[config.mk]
export PLATFORM = sky130hd
export DESIGN_NAME = icg_enable_ctrl
export DESIGN_NICKNAME = d
export VERILOG_FILES = /design/src/rtl/icg_enable_ctrl.sv
export SDC_FILE = /design/constraint.sdc
export NUM_CORES = 1
export LEC_CHECK = 0
export ABC_AREA = 1
export CAP_MARGIN = 10
export CORE_AREA = 2 2 57 59
export CTS_CLUSTER_SIZE = 12
export DETAILED_ROUTE_END_ITERATION = 8
export DIE_AREA = 0 0 59 61
export PLACE_DENSITY = 0.86
export SLEW_MARGIN = 15
export SYNTH_ARGS = -nofsm -noshare
export SYNTH_HDL_FRONTEND = slang
export SYNTH_SLANG_ARGS = --single-unit
[constraint.sdc]
create_clock -name CLK -period 1.8 [get_ports CLK]
set_input_delay 0.36 -clock CLK [delete_from_list [all_inputs] [get_ports CLK]]
set_output_delay 0.36 -clock CLK [all_outputs]
set_load 0.005 [all_outputs]
[src/rtl/icg_enable_ctrl.sv]
// icg_enable_ctrl: enable/test-enable controller for a negative-edge ICG with idle time-out, wake handshake and gated-cycle statistic
module icg_enable_ctrl #(
  parameter int IDLE_CYCLES = 16,
  parameter int WAKE_CYCLES = 2,
  parameter int CNT_W = 5,
  parameter int STAT_W = 16
) (
  input  logic              CLK,
  input  logic              RST,
  input  logic              BUSY,
  input  logic              FORCE_ON,
  input  logic              SCAN_MODE,
  input  logic              WAKE_REQ,
  input  logic              CLR_STAT,
  output logic              E,
  output logic              TE,
  output logic              WAKE_ACK,
  output logic              GATED,
  output logic [STAT_W-1:0] GATED_CNT
);
  localparam logic [1:0] S_RUN = 2'd0, S_IDLE = 2'd1, S_GATED = 2'd2, S_WAKE = 2'd3;
  localparam logic [CNT_W-1:0] IDLE_N = CNT_W'(IDLE_CYCLES);
  localparam logic [CNT_W-1:0] WAKE_N = CNT_W'(WAKE_CYCLES);
  if (IDLE_CYCLES < 1 || IDLE_CYCLES > 2**CNT_W-1 || WAKE_CYCLES < 1 || WAKE_CYCLES > 2**CNT_W-1) begin : g_param_check
    $error("icg_enable_ctrl: IDLE_CYCLES/WAKE_CYCLES must be in 1..2^CNT_W-1");
  end
  logic [1:0] state, state_n;
  logic [CNT_W-1:0] cnt, cnt_n;
  logic armed, ack_n, hold;
  assign hold = BUSY | FORCE_ON;
  // A held request keeps the clock running; acks require the request to have been low since the last ack
  assign ack_n = armed & WAKE_REQ & (state == S_RUN || state == S_IDLE || (state == S_WAKE && cnt == WAKE_N));
  always_comb begin
    state_n = state;
    cnt_n = cnt;
    case (state)
      S_RUN: if (!hold && !WAKE_REQ) begin
        state_n = S_IDLE;
        cnt_n = CNT_W'(1);
      end
      S_IDLE: if (hold || WAKE_REQ) begin
        state_n = S_RUN;
        cnt_n = '0;
      end else if (cnt == IDLE_N) begin
        state_n = S_GATED;
        cnt_n = '0;
      end else cnt_n = cnt + 1'b1;
      S_GATED: if (hold || WAKE_REQ) begin
        state_n = S_WAKE;
        cnt_n = CNT_W'(1);
      end
      default: if (cnt == WAKE_N) begin
        state_n = S_RUN;
        cnt_n = '0;
      end else cnt_n = cnt + 1'b1;
    endcase
  end
  always_ff @(posedge CLK) begin
    if (RST) begin
      state <= S_RUN;
      cnt <= '0;
      armed <= 1'b1;
      E <= 1'b1;
      TE <= 1'b0;
      WAKE_ACK <= 1'b0;
      GATED <= 1'b0;
      GATED_CNT <= '0;
    end else begin
      state <= state_n;
      cnt <= cnt_n;
      armed <= ack_n ? 1'b0 : (armed | ~WAKE_REQ);
      E <= state_n != S_GATED;
      TE <= SCAN_MODE;
      WAKE_ACK <= ack_n;
      GATED <= state_n == S_GATED;
      GATED_CNT <= CLR_STAT ? '0 : (GATED && !(&GATED_CNT)) ? GATED_CNT + 1'b1 : GATED_CNT;
    end
  end
endmodule

==> impl_metrics.csv <==
group,metric,value,unit
critical_path,cp_num_buf_inv,1,
logic_synthesis,synthesis.area,1510,um2
grt,grt_usage,0.186,
detailed_routing,totalWireLength,2970,um
detailed_routing,drt_iter0_markers,70,
cells_and_area,nets,269,
clock_network,cts.clk_slew.worst_paths,150,ps
place,pre_cts_slack,73.8,ps
grt,antenna_found_initial,0,
floorplanning,start_util,0.512,
detailed_routing,vias,1465,
sta,setup_viol,0,
critical_path,worst_r2r_path_depth,9,
detailed_routing,vias_per_cell,5.05,
clock_network,clockBufferDepth,2,
sta,fin_crit,1710,ps
min_path,hold_depth,2,
sta,finalHoldViolCount,0,
critical_path,critPathSlowestCell,"clkdlybuf4s50_1",
grt,met3_usage,0.0277,
pwr,p_leak,0.759,nW
grt,grt_pass1_wl,5180,um
critical_path,cp_slowest_stage_delay,540,ps
detailed_routing,drt_pass1_iterations,4,
run,cap_viol_max_count,0,
logic_synthesis,ys_ff_latch,28,
critical_path,cp.required,1440,ps
status,status,"finished, final reports clean",
detailed_routing,wl_per_cell,10.2,um
grt,grt_overflow_total,0,
logic_synthesis,yosysWarnings,0,
critical_path,critPathArrivalTime,1350,ps
clock_network,cts_tree,"done",
cells_and_area,n_antenna_cell,0,
sta,max_freq,0.586,GHz
grt,grt_start_max_net_pins,17,
pwr,pwr_density_cell,528,nW/um2
place,place_congestion,0.907,
logic_synthesis,synthMuxAreaShare,0,
critical_path,crit_path_end_kind,"output pin",
detailed_routing,antenna_left,0,
logic_synthesis,synthSimpleGateAreaFrac,0.385,
sta,period_share,0.948,
logic_synthesis,synth_top_family_by_area,"simple AND/OR/NAND/NOR gates",
grt,grtUsageMet1,0.232,
sta,whs,475,ps
sta,skew,9.38,ps
clock_network,cts_resized,0,
clock_network,cts_buffers,3,
sta,max_slew_margin,0.767,
logic_synthesis,netlist_instances,225,
floorplanning,fp-row-count,20,
critical_path,cp_max_fo,6,
cells_and_area,drive_above_1_share,0.0739,
logic_synthesis,synth_xor_area_frac,0.0405,
pwr,ir_drop,482,uV
clock_network,cts-root-buf,"clkbuf_4",
critical_path,setup.worst_path.start_class,"flop",
place,hpwl,2290,um
critical_path,crit_family,"buffers and inverters",
floorplanning,die_x,59,um
floorplanning,core,2950,um2
floorplanning,die-area,3600,um2
clock_network,cts.sinks,28,
sta,timing.final.ws_setup,94.0,ps
floorplanning,ios,27,
critical_path,path_cells,"clkdlybuf4s50_1",
logic_synthesis,synth-compound-area-share,0.0877,
clock_network,insertion_delay,320,ps
grt,busiest_layer,"met2",
logic_synthesis,yosysSeqAreaShare,0.371,
sta,slew_violations,0,
logic_synthesis,syn_area_per_cell,6.72,um2
place,numPortBuffers,26,
sta,tightest_slew,348,ps
clock_network,cts_max_level,1,
cells_and_area,area_growth,23.7,%
logic_synthesis,syn-num-nets,236,
floorplanning,die_h,61,um
logic_synthesis,synth-adder-area-share,0.0331,
critical_path,crit_type,"reg2out",
min_path,min_path_type,"reg2reg",
grt,grtUsageMet2,0.324,
cells_and_area,n_fill_cell,270,
logic_synthesis,synth_cell_type_count,28,
detailed_routing,post-route-drc-count,0,
grt,grt_pass1_vias,1253,
critical_path,cp.depth,1,
==> cells by family after synthesis <==
family / Yosys count
adders and majority gates: 4
xor gates and xnor gates: 7
AOI/OAI and AO/OA: 23
DFF: 28
buffers and inverters: 31
and+or+nand+nor: 132
==> cells in the final DEF, fill, tap and decap left out, types with 2 or more instances in the layout <==
| cell type | n |
|---|---|
| inv_1 | 26 |
| and3_1 | 2 |
| nand3_1 | 22 |
| nor2_4 | 2 |
| nand2_2 | 2 |
| nor2_1 | 28 |
| a21oi_1 | 15 |
| nand4_1 | 4 |
| nor2_2 | 2 |
| buf_4 | 6 |
| nand2_1 | 64 |
| o21ai_1 | 2 |
| xnor2_1 | 2 |
| clkbuf_4 | 3 |
| clkdlybuf4s50_1 | 26 |
| dfxtp_1 | 28 |
| and2_1 | 2 |
| o21ai_0 | 3 |
| ha_1 | 4 |
| xor2_1 | 5 |
==> cell usage after synthesis <==
| master | count | share of area |
|---|---|---|
| nor2_2 | 2 | 0.0083 |
| a21oi_1 | 15 | 0.050 |
| and3_1 | 2 | 0.0083 |
| o21ai_0 | 3 | 0.0099 |
| nor3_2 | 1 | 0.0066 |
| nand3b_1 | 1 | 0.0050 |
| and2_1 | 2 | 0.0083 |
| nand2_1 | 64 | 0.16 |
| o21bai_1 | 1 | 0.0050 |
| xnor2_1 | 2 | 0.012 |
| nor2_1 | 28 | 0.069 |
| or2_2 | 1 | 0.0041 |
| nand3_1 | 22 | 0.073 |
| clkinv_1 | 1 | 0.0025 |
| nor3_1 | 1 | 0.0033 |
| buf_2 | 2 | 0.0066 |
| o21ai_1 | 2 | 0.0066 |
| buf_6 | 1 | 0.0074 |
| o2111ai_1 | 1 | 0.0058 |
| xor2_1 | 5 | 0.029 |
| nor2_4 | 2 | 0.015 |
| ha_1 | 4 | 0.033 |
| clkbuf_1 | 1 | 0.0025 |
| dfxtp_1 | 28 | 0.37 |
| o21ai_4 | 1 | 0.011 |
| nand4_1 | 4 | 0.017 |
| nand2_2 | 2 | 0.0083 |
| inv_1 | 26 | 0.065 |
==> cell type report <==
cell class	instances	area (um2)	share of cell area
clock buffers	4	36.3	0.0194
inverters	27	101	0.0542
multi-input cells	166	826	0.441
flip-flops and latches	28	561	0.300
well taps	33	41.3	0.0221
repair buffers	32	305	0.163
==> timing repair <==
item / 4_1_cts / 5_1_grt
hold buffers: 0 / 0
setup buffers: 0 / 2
endpoints found under the setup margin: 0 / 2
==> layer usage <==
layer | share of wire | routed length (um)
met4 | 0.012 | 37
met2 | 0.50 | 1480
met5 | 0 | 0
met1 | 0.45 | 1320
met3 | 0.044 | 131
==> sequential cells by signal, indices dropped and copies added, names as in the netlist <==
register and cells:
cnt 5, WAKE_ACK 1, GATED_CNT 16, GATED 1, TE 1, armed 1, E 1, state 2
==> worst paths after layout <==
kind                                       to         start  slack [ps]
worst max register to register  GATED_CNT[15]  GATED_CNT[1]         190
worst max-delay path             GATED_CNT[2]  GATED_CNT[2]          90
worst min-delay path                    armed         armed         480
worst min register to register          armed         armed         480
==> power breakdown <==
group	internal [mW]	switching (mW)
clock network	0.124	0.178
registers	0.626	0.00283
logic	0.0291	0.0288
==> stage by stage <==
stage / total power, mW / area (um2) / utilization / std cells / TNS, ps
after floorplan: 0.670 / 1510 / - / 225 / 0
after global placement: 0.700 / 1820 / 0.616 / 284 / 0
after CTS: 1.00 / 1860 / 0.628 / 288 / 0
final: 0.988 / 1870 / 0.633 / 290 / 0
after global routing: 1.04 / 1870 / 0.633 / 290 / -0.652
after detailed placement: 0.700 / 1820 / 0.616 / 284 / 0
(Power assumes the default switching activity.)
